==> config.mk <==
export PLATFORM = sky130hd
export DESIGN_NAME = multi_issue_select_flat
export DESIGN_NICKNAME = d
export VERILOG_FILES = /design/src/rtl/multi_issue_select_if.sv /design/src/rtl/multi_issue_select.sv /design/src/flat_wrapper.sv
export SDC_FILE = /design/constraint.sdc
export NUM_CORES = 1
export LEC_CHECK = 0
export CAP_MARGIN = 5
export CORE_MARGIN = 2
export CORE_UTILIZATION = 26
export DETAILED_ROUTE_END_ITERATION = 8
export SLEW_MARGIN = 30
export SYNTH_ARGS = -nofsm -noshare
export SYNTH_HDL_FRONTEND = slang
export SYNTH_SLANG_ARGS = --single-unit
==> constraint.sdc <==
create_clock -name clk -period 5.9 [get_ports clk]
set_input_delay 1.18 -clock clk [delete_from_list [all_inputs] [get_ports clk]]
set_output_delay 1.18 -clock clk [all_outputs]
set_load 0.02 [all_outputs]
==> src/rtl/multi_issue_select_if.sv <==
// -----------------------------------------------------------------------------
// multi_issue_select_if
//   Issue-side handshake bundle between the select block and the dispatch
//   ports: per-port valid/index/ready, the freed-slot mask and the fire count.
//
//   Signals
//     issue_valid  ISSUE_W          port p holds a granted slot
//     issue_idx    ISSUE_W*IDX_W    granted slot of port p at [p*IDX_W +: IDX_W]
//     issue_ready  ISSUE_W          execution unit on port p accepts this cycle
//     issue_fire   DEPTH            OR of one-hot slots accepted this cycle
//     issue_count  CNT_W            number of ports firing this cycle
//
//   Modports
//     master : the select block (drives valid/idx/fire/count, reads ready)
//     slave  : the dispatch side (reads valid/idx/fire/count, drives ready)
// -----------------------------------------------------------------------------
interface multi_issue_select_if #(
    parameter int DEPTH   = 8,
    parameter int IDX_W   = 3,
    parameter int ISSUE_W = 2
);
    localparam int CNT_W = $clog2(ISSUE_W + 1);

    logic [ISSUE_W-1:0]       issue_valid;
    logic [ISSUE_W*IDX_W-1:0] issue_idx;
    logic [ISSUE_W-1:0]       issue_ready;
    logic [DEPTH-1:0]         issue_fire;
    logic [CNT_W-1:0]         issue_count;

    modport master (
        output issue_valid,
        output issue_idx,
        output issue_fire,
        output issue_count,
        input  issue_ready
    );

    modport slave (
        input  issue_valid,
        input  issue_idx,
        input  issue_fire,
        input  issue_count,
        output issue_ready
    );
endinterface

==> src/rtl/multi_issue_select.sv <==
// -----------------------------------------------------------------------------
// multi_issue_select
//   Picks up to ISSUE_W ready entries per cycle from a DEPTH-slot issue queue
//   and presents them on registered dispatch ports with a valid/ready
//   handshake. Free ports are filled in ascending port order, each taking the
//   best remaining candidate, so a slot can never sit on two ports at once.
//
//   Build option
//     MULTI_ISSUE_AGE_ORDER_EN defined   : oldest-first selection through a
//                                          DEPTH x DEPTH age matrix.
//     MULTI_ISSUE_AGE_ORDER_EN undefined : lowest-index-first selection, no
//                                          age state; alloc only masks.
//
//   Ports
//     clk            in   clock, rising edge
//     rst_n          in   asynchronous active-low reset
//     alloc_valid_i  in   a slot is being filled this cycle
//     alloc_idx_i    in   slot being filled
//     req_i          in   DEPTH, slot occupied and all sources ready
//     flush_i        in   squash: drop every grant, grant nothing this cycle
//     iss_if         master modport of multi_issue_select_if
//                    (issue_valid/idx/fire/count out, issue_ready in)
// -----------------------------------------------------------------------------
module multi_issue_select #(
    parameter int DEPTH   = 8,
    parameter int IDX_W   = $clog2(DEPTH),
    parameter int ISSUE_W = 2
) (
    input  logic                 clk,
    input  logic                 rst_n,
    input  logic                 alloc_valid_i,
    input  logic [IDX_W-1:0]     alloc_idx_i,
    input  logic [DEPTH-1:0]     req_i,
    input  logic                 flush_i,
    multi_issue_select_if.master iss_if
);
    localparam int CNT_W = $clog2(ISSUE_W + 1);

    typedef struct packed {
        logic             found;
        logic [IDX_W-1:0] idx;
    } pick_t;

    // Port registers.
    logic [ISSUE_W-1:0] valid_q, valid_d;
    logic [IDX_W-1:0]   idx_q [ISSUE_W];
    logic [IDX_W-1:0]   idx_d [ISSUE_W];

    logic [ISSUE_W-1:0] fire;       // port accepted this cycle
    logic [ISSUE_W-1:0] hold_port;  // valid but stalled: keeps its slot
    logic [DEPTH-1:0]   on_port;    // slot sits in any valid port
    logic [DEPTH-1:0]   held_slots; // slot sits in a stalled port
    logic [DEPTH-1:0]   fire_slots;
    logic [DEPTH-1:0]   alloc_mask;
    logic [DEPTH-1:0]   cand;
    logic [CNT_W-1:0]   fire_cnt;

    assign fire      = valid_q & iss_if.issue_ready;
    assign hold_port = valid_q & ~iss_if.issue_ready;

    // -------------------------------------------------------------------------
    // Slot bookkeeping derived from the port registers.
    // -------------------------------------------------------------------------
    always_comb begin
        // NOTE: every signal written here gets a default first, so no path
        // through the block can leave a value unassigned and infer a latch.
        on_port    = '0;
        held_slots = '0;
        fire_slots = '0;
        fire_cnt   = '0;
        for (int p = 0; p < ISSUE_W; p++) begin
            if (valid_q[p]) begin
                on_port[idx_q[p]] = 1'b1;
            end
            if (hold_port[p]) begin
                held_slots[idx_q[p]] = 1'b1;
            end
            if (fire[p]) begin
                fire_slots[idx_q[p]] = 1'b1;
                fire_cnt             = fire_cnt + CNT_W'(1);
            end
        end
    end

    assign alloc_mask = alloc_valid_i ? (DEPTH'(1) << alloc_idx_i) : '0;

    // A slot already on a port is excluded whether it is stalled or firing:
    // a firing slot's req only drops in the following cycle.
    assign cand = req_i & ~on_port & ~alloc_mask;

`ifdef MULTI_ISSUE_AGE_ORDER_EN
    // -------------------------------------------------------------------------
    // Age matrix: age_q[i][j] = 1 means slot i is older than slot j.
    // -------------------------------------------------------------------------
    logic [DEPTH-1:0][DEPTH-1:0] age_q, age_d;

    // Allocating k makes k the youngest slot: every other slot becomes older
    // than k and k older than nobody. Rows of freed or flushed slots are left
    // stale; they are rewritten when the slot is reallocated.
    always_comb begin
        age_d = age_q;
        if (alloc_valid_i) begin
            for (int j = 0; j < DEPTH; j++) begin
                if (j != int'(alloc_idx_i)) begin
                    age_d[j][alloc_idx_i] = 1'b1;
                    age_d[alloc_idx_i][j] = 1'b0;
                end
            end
        end
    end

    always_ff @(posedge clk or negedge rst_n) begin
        // NOTE: the age matrix is real state that steers selection, so it is
        // reset explicitly rather than left as an unreset storage array.
        if (!rst_n) begin
            age_q <= '0;
        end else begin
            age_q <= age_d;
        end
    end

    // Oldest candidate: no other candidate is marked older than it. Ties can
    // only arise between never-allocated slots and resolve to the lowest index.
    function automatic pick_t pick_best(input logic [DEPTH-1:0]            c,
                                        input logic [DEPTH-1:0][DEPTH-1:0] age);
        pick_t r;
        logic  older;
        r = '0;
        for (int i = 0; i < DEPTH; i++) begin
            older = 1'b0;
            for (int j = 0; j < DEPTH; j++) begin
                if (c[j] && age[j][i]) begin
                    older = 1'b1;
                end
            end
            if (!r.found && c[i] && !older) begin
                r.found = 1'b1;
                r.idx   = IDX_W'(i);
            end
        end
        return r;
    endfunction
`else
    // Bottom-up priority: the lowest-numbered candidate wins.
    function automatic pick_t pick_best(input logic [DEPTH-1:0] c);
        pick_t r;
        r = '0;
        for (int i = 0; i < DEPTH; i++) begin
            if (!r.found && c[i]) begin
                r.found = 1'b1;
                r.idx   = IDX_W'(i);
            end
        end
        return r;
    endfunction
`endif

    // -------------------------------------------------------------------------
    // Next-state of the ports: flush > hold > load next selection.
    // -------------------------------------------------------------------------
    always_comb begin : sel_comb
        logic [DEPTH-1:0] remaining;
        pick_t            pk;
        remaining = cand;
        pk        = '0;
        valid_d   = valid_q;
        idx_d     = idx_q;
        for (int p = 0; p < ISSUE_W; p++) begin
            if (flush_i) begin
                valid_d[p] = 1'b0;
            end else if (!hold_port[p]) begin
`ifdef MULTI_ISSUE_AGE_ORDER_EN
                pk = pick_best(remaining, age_q);
`else
                pk = pick_best(remaining);
`endif
                valid_d[p] = pk.found;
                // With no candidate the index is left as is (don't-care).
                if (pk.found) begin
                    idx_d[p]            = pk.idx;
                    remaining[pk.idx]   = 1'b0;
                end
            end
        end
    end

    always_ff @(posedge clk or negedge rst_n) begin
        // NOTE: state registers use non-blocking assignments so every flop
        // samples the pre-edge values regardless of statement order.
        if (!rst_n) begin
            valid_q <= '0;
            for (int p = 0; p < ISSUE_W; p++) begin
                idx_q[p] <= '0;
            end
        end else begin
            valid_q <= valid_d;
            idx_q   <= idx_d;
        end
    end

    // -------------------------------------------------------------------------
    // Outputs.
    // -------------------------------------------------------------------------
    always_comb begin
        iss_if.issue_idx = '0;
        for (int p = 0; p < ISSUE_W; p++) begin
            iss_if.issue_idx[p*IDX_W +: IDX_W] = idx_q[p];
        end
    end

    assign iss_if.issue_valid = valid_q;
    assign iss_if.issue_fire  = fire_slots;
    assign iss_if.issue_count = fire_cnt;

    // Reallocating a slot still parked on a stalled port would corrupt the
    // entry that port is about to dispatch.
    a_alloc_not_held : assert property (
        @(posedge clk) disable iff (!rst_n)
        alloc_valid_i |-> !held_slots[alloc_idx_i]
    );

endmodule
==> src/flat_wrapper.sv <==
// flat-port wrapper written by rule: the top's interface ports become plain ports
module multi_issue_select_flat 
#(
    parameter int DEPTH   = 8,
    parameter int IDX_W   = $clog2(DEPTH),
    parameter int ISSUE_W = 2
)
  (clk, rst_n, alloc_valid_i, alloc_idx_i, req_i, flush_i, iss_if_issue_valid, iss_if_issue_idx, iss_if_issue_fire, iss_if_issue_count, iss_if_issue_ready);
  multi_issue_select_if #(.DEPTH(DEPTH), .IDX_W(IDX_W), .ISSUE_W(ISSUE_W)) iss_if_i ();
  input  logic clk;
  input  logic rst_n;
  input  logic alloc_valid_i;
  input  logic [IDX_W-1:0] alloc_idx_i;
  input  logic [DEPTH-1:0] req_i;
  input  logic flush_i;
  output wire logic [$bits(iss_if_i.issue_valid)-1:0] iss_if_issue_valid;
  output wire logic [$bits(iss_if_i.issue_idx)-1:0] iss_if_issue_idx;
  output wire logic [$bits(iss_if_i.issue_fire)-1:0] iss_if_issue_fire;
  output wire logic [$bits(iss_if_i.issue_count)-1:0] iss_if_issue_count;
  input wire logic [$bits(iss_if_i.issue_ready)-1:0] iss_if_issue_ready;
  assign iss_if_issue_valid = iss_if_i.issue_valid;
  assign iss_if_issue_idx = iss_if_i.issue_idx;
  assign iss_if_issue_fire = iss_if_i.issue_fire;
  assign iss_if_issue_count = iss_if_i.issue_count;
  assign iss_if_i.issue_ready = iss_if_issue_ready;
  multi_issue_select #(.DEPTH(DEPTH), .IDX_W(IDX_W), .ISSUE_W(ISSUE_W)) u_core (.clk(clk), .rst_n(rst_n), .alloc_valid_i(alloc_valid_i), .alloc_idx_i(alloc_idx_i), .req_i(req_i), .flush_i(flush_i), .iss_if(iss_if_i));
endmodule
==> results of run 1 <==
==> flip-flops by register name, summed over array words and instances, names as in the netlist <==
signal	count
u_core.iss_if.issue_valid	2
u_core.iss_if.issue_idx	6
==> layer usage <==
metal / vias to the layer above / GRT usage / routed length [um]
met2: 49 / 0.222 / 1580
met4: 0 / 0.0503 / 39
met3: 4 / 0.0157 / 304
li1: 651 / - / -
met1: 611 / 0.225 / 1710
met5: - / 0 / 0
==> worst max-delay path: cells and delay by family <==
kind | cells | cell delay (ns)
buffers and inverters | 2 | 1.11
AO/OA/AOI/OAI | 1 | 0.25
AND/OR/NAND/NOR | 2 | 0.30
==> cell families after synthesis <==
family,count (synthesis)
AND/OR/NAND/NOR,80
AO/OA/AOI/OAI,45
buffers and inverters,14
flip-flops,8
adder cells (fa/ha/maj),2
XOR/XNOR,1
==> cell usage after synthesis, drive strengths merged (2+ instances only) <==
cell     count
nand2        9
nand3        3
a31oi        4
inv          2
buf          6
nand4b       7
nand2b       7
o211ai       3
o22ai        8
a21oi       16
nor2        10
and4         5
o211a        2
and2         3
nand3b       3
dfrtp        8
nand4       10
nor2b        3
o32ai        2
nor4bb       3
o21ai        5
nand4bb      6
or4b         3
clkbuf       6
==> power groups by stage <==
| stage | Sequential, mW | Clock, mW | Combinational (mW) |
|---|---|---|---|
| detailed placement | 0.111 | 0 | 0.203 |
| finish | 0.111 | 0.0631 | 0.204 |
| floorplan | 0.0916 | 0 | 0.148 |
| global route | 0.116 | 0.0685 | 0.223 |
| global placement | 0.111 | 0 | 0.204 |
| CTS | 0.111 | 0.0662 | 0.204 |
==> through the flow <==
step,cells,hold slack (ns)
3_3_place_gp,224,0.764
5_1_grt,227,0.807
4_1_cts,227,0.777
2_1_floorplan,150,0.697
6_report,227,0.773
3_5_place_dp,224,0.771
==> layout make-up <==
cell class | instances | area share
Multi-Input combinational cell | 128 | 0.579
Timing Repair Buffer | 34 | 0.219
Sequential cell | 8 | 0.129
Tap cell | 52 | 0.0418
Clock buffer | 3 | 0.0265
Inverter | 2 | 0.00483
==> final timing paths <==
path,from,slack (ns),to,cells after the start
setup / recovery,iss_if_issue_ready[1],1.89,iss_if_issue_fire[0],5
hold / removal,u_core.iss_if.issue_idx[1],0.77,u_core.iss_if.issue_idx[1],1
setup reg to reg,u_core.iss_if.issue_idx[4],3.23,u_core.iss_if.issue_idx[3],7
hold reg to reg,u_core.iss_if.issue_idx[1],0.77,u_core.iss_if.issue_idx[1],1
max in group asynchronous,rst_n,4.44,u_core.iss_if.issue_idx[3],1
min in group asynchronous,rst_n,1.22,u_core.iss_if.issue_idx[1],1
==> metrics.sh, run 1 <==
DIEAREA_UM2=5060
CTS_POST_SETUP_BUFFERS_INSERTED=0
PATH_COMMON_CELL='clkdlybuf4s50_1'
DRT_FIRST_PASS_ITERS=4
NUM-NETS-FINAL=195
DESIGN.CORE.AREA_UM2=4350
POSTSYNTHCELLCOUNT=150
CRIT_FANOUT=4
POST-PLACE-WS_NS=1.88
SYNTH-SIMPLE-AREA-SHARE=0.502
TIMING.CRITICAL_PATH.ARRIVAL_NS=2.83
TIMING.CRITICAL_PATH.FROM_TYPE='primary input'
MUXSHAREOFSYNTHAREA=0
CTSHOLDBUFFERS=0
FINALCOREUTILIZATION=0.357
SYNTH.NET_COUNT=168
FINAL_LAYOUT_SIZE_SUFFIX_GT1_FRAC=0.0629
SYNTH.CELL_AREA_UM2=1170
MOSTFREQUENTLAYOUTCELL='clkdlybuf4s50_1'
INITIAL_ANTENNA_VIOLATION_COUNT=0
VDD_DROP_MAX_uV=154
YOSYS.AREA.TOP_TYPE_SHARE=0.171
POWER.STATIC_LEAKAGE_nW=0.521
PLACEMENT.IO_BUFFERS=34
FLOW.AREA_GROWTH_FROM_SYNTHESIS_PCT=32.7
POSTPLACECELLAREA_UM2=1510
CLK_NETWORK_PWR_SHARE=0.167
SETUP_VIOL=0
SWITCHING_PART_OF_THE_TOTAL_POWER=0.453
WL_PER_CELL_UM=16.0
STARTING_UTILIZATION_OF_THE_CORE_AREA=0.269
FINALWORSTPATHREQUIREDPERIOD_NS=4.01
INTERNAL_mW=0.207
LAYOUT.CELLS.MOST_COMMON_LIST='34 x clkdlybuf4s50_1, 16 x a21oi_1, 10 x nand4_1'
FINALINSTANCEAREA_UM2=1560
MAXSLEWVIOLCOUNT=0
GRT_MAX_DEGREE=16
GRT.TOTAL_USAGE=0.150
NUMBER_OF_MAXIMUM_CAPACITANCE_VIOLATIONS=0
P_TOTAL_mW=0.378
SYNTH_SEQ_AREA_SHARE=0.171
ANTENNA_CELLS_INSERTED=0
SEQ_AREA_UM2=200
YOSYS.AREA_SHARE.ADDER=0.0192
FLOORPLAN.ROWS=24
FINAL_CRITICAL_PATH_SETUP_SLACK_NS=1.89
POSTSYNTH.TOPFLOPCELL='dfrtp_1'
SYNTH_ENABLE_FLOP_CELLS=0
TIMING.FMAX_MHz=249
ANTENNA_LEFT=0
DIE_X_UM=71.2
GP_CONGESTION=0.907
VIAS=1315
DETAILED_PLACE_HPWL_MM=2.77
NETSWITCHINGPOWER_mW=0.171
LAYOUT_WORST_PATH_CYCLE_SHARE=0.680
SYNTHTOPCELLSBYAREA='dfrtp_1 17%, a21oi_1 6.8%, nand4bb_1 5.8%'
MULTIINPUTGATEAREA_UM2=901
CTSHTREEMAXLEVEL=1
DIE_H_UM=71.2
SYNTH.FF_LATCH_COUNT=8
YOSYS_WARNINGS=0
POWER.COMBINATIONAL.FRACTION=0.539
LARGEST_FAMILY_OF_LOGIC_CELLS_BY_SYNTHESIZED_AREA='simple AND/OR/NAND/NOR gates'
CP_SLOWEST_CELL='clkdlybuf4s50_1'
INSERTION_DELAY_NS=0.23
WORST_HOLD_PATH_TYPE='flop to flop'
CLOCK_PATH_BUFFERS=2
DRC=0
SYNTH_COMPOUND_AREA_FRAC=0.240
WORST-SLEW-PIN-TRANSITION_NS=0.502
POWER_PER_CELL_AREA_nW_PER_UM2=243
POSTSYNTHAREAPERCELL_UM2=7.82
CTS_ROOT_BUF='clkbuf_8'
POST_CTS_RESIZE_COUNT=0
CTS_TREE='done'
CP_CELL_INSTANCES='clkdlybuf4s50_1 -> and2_1 -> nand2b_1 -> o32ai_1 -> clkdlybuf4s50_1'
TRITONCTS_NUM_SINKS=8
CRITICALPATHCATEGORY='primary input to output port'
REQUIRED_NS=4.72
SYNTH_XOR_AREA_FRAC=0.00747
SYNTH.LARGEST_AREA_CELL='dfrtp_1'
DRT-INITIAL-DRC-COUNT=104
SLEW_HEADROOM=0.661
ROUTED_VIA_DENSITY=5.79
FILLERS=463
FIN_WORST_SKEW_NS=0.000931
GRT.OVERFLOW.TOTAL=0
OUTCOME='finished, final reports clean'
SYNTH.DISTINCT_CELLS=48
HOLD_VIOLATIONS=0
DRT-TOTAL-WL_MM=3.63
FIN_SETUP_TNS_NS=0
GRT_FIRST_PASS_WIRELENGTH_MM=6.18
WORST_PATH_LARGEST_CELL_DELAY_NS=0.65
SYNTHARSTFLOPSHARE=1.00
CLK_TRANSITION_REPORTED_PATHS_NS=0.04
PWR-SHARE-SEQ=0.294
RSZ_0062_RAISED_AFTER_GLOBAL_ROUTING='false'
WORST_SETUP_PATH_END_KIND='output port'
IOPINCOUNT=35
FIRST_GLOBAL_VIAS=1245
CTS_BUFFERS=3
Power figures use the tool's default switching activity.
==> run 2, diff against run 1 <==
==> constraint.sdc (replaced) <==
create_clock -name clk -period 4.1 [get_ports clk]
set_input_delay 0.82 -clock clk [delete_from_list [all_inputs] [get_ports clk]]
set_output_delay 0.82 -clock clk [all_outputs]
set_load 0.02 [all_outputs]
==> run 2 against run 1 <==
Effect of this change:
- core utilization is the same
- non-clock buffer count is the same
- global-route usage grew 0.52 points
- critical endpoint unchanged
- register-to-register slack lost 1.7 ns
- sequential share of layout area is the same
- largest cell class unchanged
- largest power group unchanged
- flip-flop and latch count is the same
- critical path type unchanged
- clock power grew 53%
==> metrics.sh, run 2 (same netlist as run 1, synthesis figures left out) <==
SEQ_AREA_UM2=200  # unchanged
WORST_HOLD_PATH_TYPE='flop to flop'
PLACEMENT.IO_BUFFERS=34  # unchanged
HOLD_VIOLATIONS=0  # unchanged
CTS_POST_SETUP_BUFFERS_INSERTED=0  # unchanged
INITIAL_ANTENNA_VIOLATION_COUNT=0  # unchanged
CP_SLOWEST_CELL='clkdlybuf4s50_1'
SETUP_VIOL=0  # unchanged
WL_PER_CELL_UM=16.8  # +5.1%
GRT.OVERFLOW.TOTAL=0  # unchanged
MAXSLEWVIOLCOUNT=0  # unchanged
CTSHOLDBUFFERS=0  # unchanged
FILLERS=445  # -3.9%
HOLD-PATH-CELL-COUNT=1  # unchanged
RR_STARTPOINT='u_core.iss_if.issue_idx[4]'
CRITICALPATHCATEGORY='primary input to output port'
CRIT_CELLS=5  # unchanged
GRT_MAX_DEGREE=16  # unchanged
DRT-INITIAL-DRC-COUNT=82  # -21%
TRITONCTS_NUM_SINKS=8  # unchanged
MOSTFREQUENTLAYOUTCELL='clkdlybuf4s50_1'
LAYOUT_WORST_PATH_CYCLE_SHARE=0.810
FINAL_CRITICAL_PATH_SETUP_SLACK_NS=0.780  # -1.11 ns
CRIT_FANOUT=4  # unchanged
CTS_BUFFERS=3  # unchanged
MULTIINPUTGATEAREA_UM2=901  # unchanged
WORST_PATH_LARGEST_CELL_DELAY_NS=0.65  # about the same
CP.BUFFERS_INVERTERS=2  # unchanged
DESIGN.CORE.AREA_UM2=4350  # unchanged
FIN_WORST_SKEW_NS=0.000187  # -0.000744 ns
VDD_DROP_MAX_uV=226  # +47%
POST_CTS_RESIZE_COUNT=0  # unchanged
WORST-R2R-CELL-COUNT=7  # unchanged
DRT_FIRST_PASS_ITERS=4  # unchanged
POWER_PER_CELL_AREA_nW_PER_UM2=355  # +46%
CLOCK_PATH_BUFFERS=2  # unchanged
DIE_X_UM=71.2  # unchanged
DIE_H_UM=71.2  # unchanged
FINALWORSTPATHREQUIREDPERIOD_NS=3.32
WORST-SLEW-PIN-TRANSITION_NS=0.555  # +0.0530 ns
WORST_SETUP_PATH_END_KIND='output port'
SLEW_HEADROOM=0.625  # -0.0358
DR_WL_MET2_MM=1.63  # +2.9%
CTS_ROOT_BUF='clkbuf_8'
DETAILED_PLACE_HPWL_MM=2.81  # +1.4%
OUTCOME='finished, final reports clean'
CRITPATHTOPFAMILY='buffers and inverters'
LAYOUT.CELLS.MOST_COMMON_LIST='34 x clkdlybuf4s50_1, 16 x a21oi_1, 10 x nand4_1'
VIAS=1340  # +1.9%
GP_CONGESTION=0.907  # about the same
CLK_TRANSITION_REPORTED_PATHS_NS=0.04  # about the same
DRC=0  # unchanged
TIMING.CRITICAL_PATH.ARRIVAL_NS=2.50  # -0.33 ns
IOPINCOUNT=35  # unchanged
TIMING.CRITICAL_PATH.FROM_TYPE='primary input'
RSZ_0062_RAISED_AFTER_GLOBAL_ROUTING='false'
FIRST_GLOBAL_VIAS=1241  # -0.32%
GRT_FIRST_PASS_WIRELENGTH_MM=6.35  # +2.9%
TIMING.FMAX_MHz=301
CTSHTREEMAXLEVEL=1  # unchanged
LARGEST_REG_FLOPS=6  # unchanged
CTS_TREE='done'
REQUIRED_NS=3.28  # -1.44 ns
PATH_COMMON_CELL='clkdlybuf4s50_1'
HOLD_PATH.STARTPOINT='u_core.iss_if.issue_idx[1]'
FLOW.AREA_GROWTH_FROM_SYNTHESIS_PCT=32.7  # unchanged
DIEAREA_UM2=5060  # unchanged
NUMBER_OF_MAXIMUM_CAPACITANCE_VIOLATIONS=0  # unchanged
HOLD_SLACK_NS=0.771  # -0.00176 ns
ANTENNA_CELLS_INSERTED=0  # unchanged
FIN_SETUP_TNS_NS=0  # unchanged
INSERTION_DELAY_NS=0.23  # about the same
ANTENNA_LEFT=0  # unchanged
DRT-TOTAL-WL_MM=3.82  # +5.1%
GRT.TOTAL_USAGE=0.155  # +0.00516
CP_CELL_INSTANCES='clkdlybuf4s50_1 -> and2_1 -> nand2b_1 -> o32ai_1 -> clkdlybuf4s50_1'
POST-PLACE-WS_NS=0.754  # -1.12 ns
FINAL_LAYOUT_SIZE_SUFFIX_GT1_FRAC=0.0629  # unchanged
WL_MET1_MM=1.93  # +13%
POWER.STATIC_LEAKAGE_nW=0.521  # unchanged
STARTPOINT='iss_if_issue_ready[1]'
STARTING_UTILIZATION_OF_THE_CORE_AREA=0.269  # unchanged
FLOORPLAN.ROWS=24  # unchanged
MET3ROUTEDLENGTH_UM=232  # -24%
NUM-NETS-FINAL=195  # unchanged
HIGHEST_ROUTING_LAYER_ACTUALLY_USED='met4'
ROUTED_VIA_DENSITY=5.90  # +1.9%
==> run 2: final timing paths <==
kind / to / slack, ns
max: iss_if_issue_fire[0] / 0.78
min: u_core.iss_if.issue_idx[1] / 0.77
min in group asynchronous: u_core.iss_if.issue_valid[0] / 0.88
max in group asynchronous: u_core.iss_if.issue_idx[5] / 2.94
max reg2reg: u_core.iss_if.issue_idx[3] / 1.51
min reg2reg: u_core.iss_if.issue_idx[1] / 0.77
==> run 2: worst reg2reg max path: stages (launching register included) <==
cell       delay [ns]
dfrtp_1          0.54
or4b_4           0.61
and4_4           0.23
nor2_2           0.15
a21oi_1          0.09
o31ai_1          0.39
a31oi_1          0.07
a2111oi_0        0.38
==> run 2: report_power, final <==
part           switching [mW]  internal (mW)
combinational           0.156          0.139
sequential             0.0653         0.0948
clock                  0.0325         0.0638
total                   0.254          0.298
==> run 2: area by class of cell <==
| class | instances | share of cell area |
|---|---|---|
| well taps | 52 | 0.0418 |
| multi-input cells | 128 | 0.579 |
| inverters | 2 | 0.00483 |
| clock buffers | 3 | 0.0265 |
| repair buffers | 34 | 0.219 |
| flip-flops and latches | 8 | 0.129 |
==> run 2: stage by stage <==
step | area, um2 | utilization | power, mW | instances
floorplan | 1170 | - | 0.344 | 150
global placement | 1510 | 0.348 | 0.453 | 224
detailed placement | 1510 | 0.348 | 0.452 | 224
CTS | 1560 | 0.357 | 0.553 | 227
global route | 1560 | 0.357 | 0.589 | 227
finish | 1560 | 0.357 | 0.552 | 227
==> run 2: layer usage <==
layer	vias to the layer above	GRT usage
li1	655	-
met1	633	0.247
met2	48	0.212
met3	4	0.0228
met4	0	0.0461
met5	-	0
==> run 3, diff against run 2 <==
==> constraint.sdc (replaced) <==
create_clock -name clk -period 2.79 [get_ports clk]
set_input_delay 0.558 -clock clk [delete_from_list [all_inputs] [get_ports clk]]
set_output_delay 0.558 -clock clk [all_outputs]
set_load 0.02 [all_outputs]
==> run 3 against run 2 <==
Effect of this change:
- core utilization is 5.2 points higher
- clock-buffer cell count stayed put
- die area stayed put
- wire length is 6.9% higher
- largest cell class unchanged
- highest routed layer unchanged
==> metrics.sh, run 3 (same netlist as run 1, synthesis figures left out) <==
ANTENNA_CELLS_INSERTED=0  # unchanged
FIN_SETUP_TNS_NS=0  # unchanged
WORST_SETUP_PATH_END_KIND='output port'
TIMING.CRITICAL_PATH.ARRIVAL_NS=2.15  # -0.35 ns
CRITICALPATHCATEGORY='primary input to output port'
MAXSLEWVIOLCOUNT=0  # unchanged
DRT-TOTAL-WL_MM=4.09  # +6.9%
GRT_MAX_DEGREE=16  # unchanged
TRITONCTS_NUM_SINKS=8  # unchanged
CTSHTREEMAXLEVEL=1  # unchanged
DIEAREA_UM2=5060  # unchanged
ROUTED_VIA_DENSITY=5.56  # -5.9%
WL_PER_CELL_UM=16.0  # -4.8%
STARTING_UTILIZATION_OF_THE_CORE_AREA=0.269  # unchanged
NUMBER_OF_MAXIMUM_CAPACITANCE_VIOLATIONS=0  # unchanged
ANTENNA_LEFT=0  # unchanged
CRIT_FANOUT=4  # unchanged
CTS_POST_SETUP_BUFFERS_INSERTED=0  # unchanged
POST-PLACE-WS_NS=-0.199  # -0.953 ns
DESIGN.CORE.AREA_UM2=4350  # unchanged
FINALWORSTPATHREQUIREDPERIOD_NS=2.70
STARTPOINT='iss_if_issue_ready[1]'
FLOORPLAN.ROWS=24  # unchanged
POWER.STATIC_LEAKAGE_nW=0.674  # +29%
DRC=0  # unchanged
CTS_BUFFERS=3  # unchanged
WORST_HOLD_PATH_TYPE='primary input to asynchronous set/reset pin'
PLACEMENT.IO_BUFFERS=34  # unchanged
RR_STARTPOINT='u_core.iss_if.issue_idx[0]'
DRT-INITIAL-DRC-COUNT=112  # +37%
SETUP_VIOL=0  # unchanged
CLOCK_PATH_BUFFERS=2  # unchanged
TIMING.CRITICAL_PATH.FROM_TYPE='primary input'
POWER_PER_CELL_AREA_nW_PER_UM2=500  # +41%
HOLD_VIOLATIONS=0  # unchanged
REQUIRED_NS=2.23  # -1.05 ns
LAYOUT.CELLS.MOST_COMMON_LIST='31 x clkdlybuf4s50_1, 28 x buf_4, 16 x a21oi_1'
TIMING.FMAX_MHz=370
LAYOUT_WORST_PATH_CYCLE_SHARE=0.969
CLK_TRANSITION_REPORTED_PATHS_NS=0.04  # about the same
NUM-NETS-FINAL=223  # +14%
DIE_H_UM=71.2  # unchanged
GRT.OVERFLOW.TOTAL=0  # unchanged
FIRST_GLOBAL_VIAS=1407  # +13%
WORST-SLEW-PIN-TRANSITION_NS=0.462  # -0.0930 ns
FINAL_CRITICAL_PATH_SETUP_SLACK_NS=0.0854  # -0.694 ns
DIE_X_UM=71.2  # unchanged
CTS_ROOT_BUF='clkbuf_8'
VIAS=1417  # +5.7%
WORST-R2R-CELL-COUNT=8  # +1
INSERTION_DELAY_NS=0.23  # about the same
MOSTFREQUENTLAYOUTCELL='clkdlybuf4s50_1'
GP_CONGESTION=0.904  # -0.32%
DRT_FIRST_PASS_ITERS=4  # unchanged
RSZ_0062_RAISED_AFTER_GLOBAL_ROUTING='false'
FLOW.AREA_GROWTH_FROM_SYNTHESIS_PCT=51.9
SLEW_HEADROOM=0.688  # +0.0628
GRT_FIRST_PASS_WIRELENGTH_MM=6.96  # +9.6%
GRT.TOTAL_USAGE=0.171  # +0.0160
OUTCOME='finished, final reports clean'
CTS_TREE='done'
LARGEST_REG_FLOPS=6  # unchanged
FIN_WORST_SKEW_NS=0.000998  # +0.000811 ns
DETAILED_PLACE_HPWL_MM=3.17  # +13%
FINAL_LAYOUT_SIZE_SUFFIX_GT1_FRAC=0.212  # +0.149
VDD_DROP_MAX_uV=295  # +30%
IOPINCOUNT=35  # unchanged
INITIAL_ANTENNA_VIOLATION_COUNT=0  # unchanged
-- run 3: metrics by stage --
| step | cell area, um2 | hold WS, ns | cells | total power, mW | utilization |
|---|---|---|---|---|---|
| after floorplan | 1170 | 0.262 | 150 | 0.506 | - |
| after global placement | 1720 | 0.749 | 252 | 0.745 | 0.396 |
| after detailed placement | 1720 | 0.763 | 252 | 0.743 | 0.396 |
| after CTS | 1760 | 0.625 | 255 | 0.890 | 0.405 |
| after global routing | 1780 | 0.636 | 255 | 0.957 | 0.409 |
| final | 1780 | 0.620 | 255 | 0.890 | 0.409 |
-- run 3: area by class of cell --
class	count	area, um2
Fill cell	455	2570
Sequential cell	8	200
Clock buffer	3	41.3
Tap cell	52	65.1
Timing Repair Buffer	62	551
Multi-Input combinational cell	128	916
Inverter	2	7.51
-- run 3: metal layers --
| layer | up-vias | part of all wire | GRT usage | wire (um) |
|---|---|---|---|---|
| li1 | 709 | - | - | - |
| met5 | - | 0 | 0 | 0 |
| met3 | 4 | 0.056 | 0.0185 | 229 |
| met4 | 0 | 0.0091 | 0.0461 | 37 |
| met2 | 53 | 0.45 | 0.259 | 1840 |
| met1 | 651 | 0.48 | 0.257 | 1980 |
-- run 3: worst paths after layout --
| check | slack (ns) | end |
|---|---|---|
| setup reg to reg | 0.36 | u_core.iss_if.issue_idx[3] |
| hold reg to reg | 0.77 | u_core.iss_if.issue_idx[0] |
| max in group asynchronous | 1.89 | u_core.iss_if.issue_idx[3] |
| setup / recovery | 0.09 | iss_if_issue_fire[6] |
| hold / removal | 0.62 | u_core.iss_if.issue_idx[0] |
| min in group clk | 0.77 | u_core.iss_if.issue_idx[0] |
-- run 3: timing repair --
item / CTS / global route
pin swaps: 0 / 0
gates resized for setup: 2 / 6
hold buffers: 0 / 0
endpoints found under the setup margin: 2 / 3
cloned: 0 / 0
-- run 3: power breakdown --
| part | internal [mW] | switching [mW] | total, mW |
|---|---|---|---|
| Combinational | 0.268 | 0.255 | 0.524 |
| Clock | 0.0937 | 0.0479 | 0.142 |
| Sequential | 0.140 | 0.0850 | 0.225 |
| Total | 0.502 | 0.388 | 0.890 |
-- run 3: critical path, stage by stage --
cell and delay, ns:
clkdlybuf4s50_1 0.47, and2_1 0.18, nand2_1 0.12, o22ai_1 0.20, clkdlybuf4s50_1 0.63
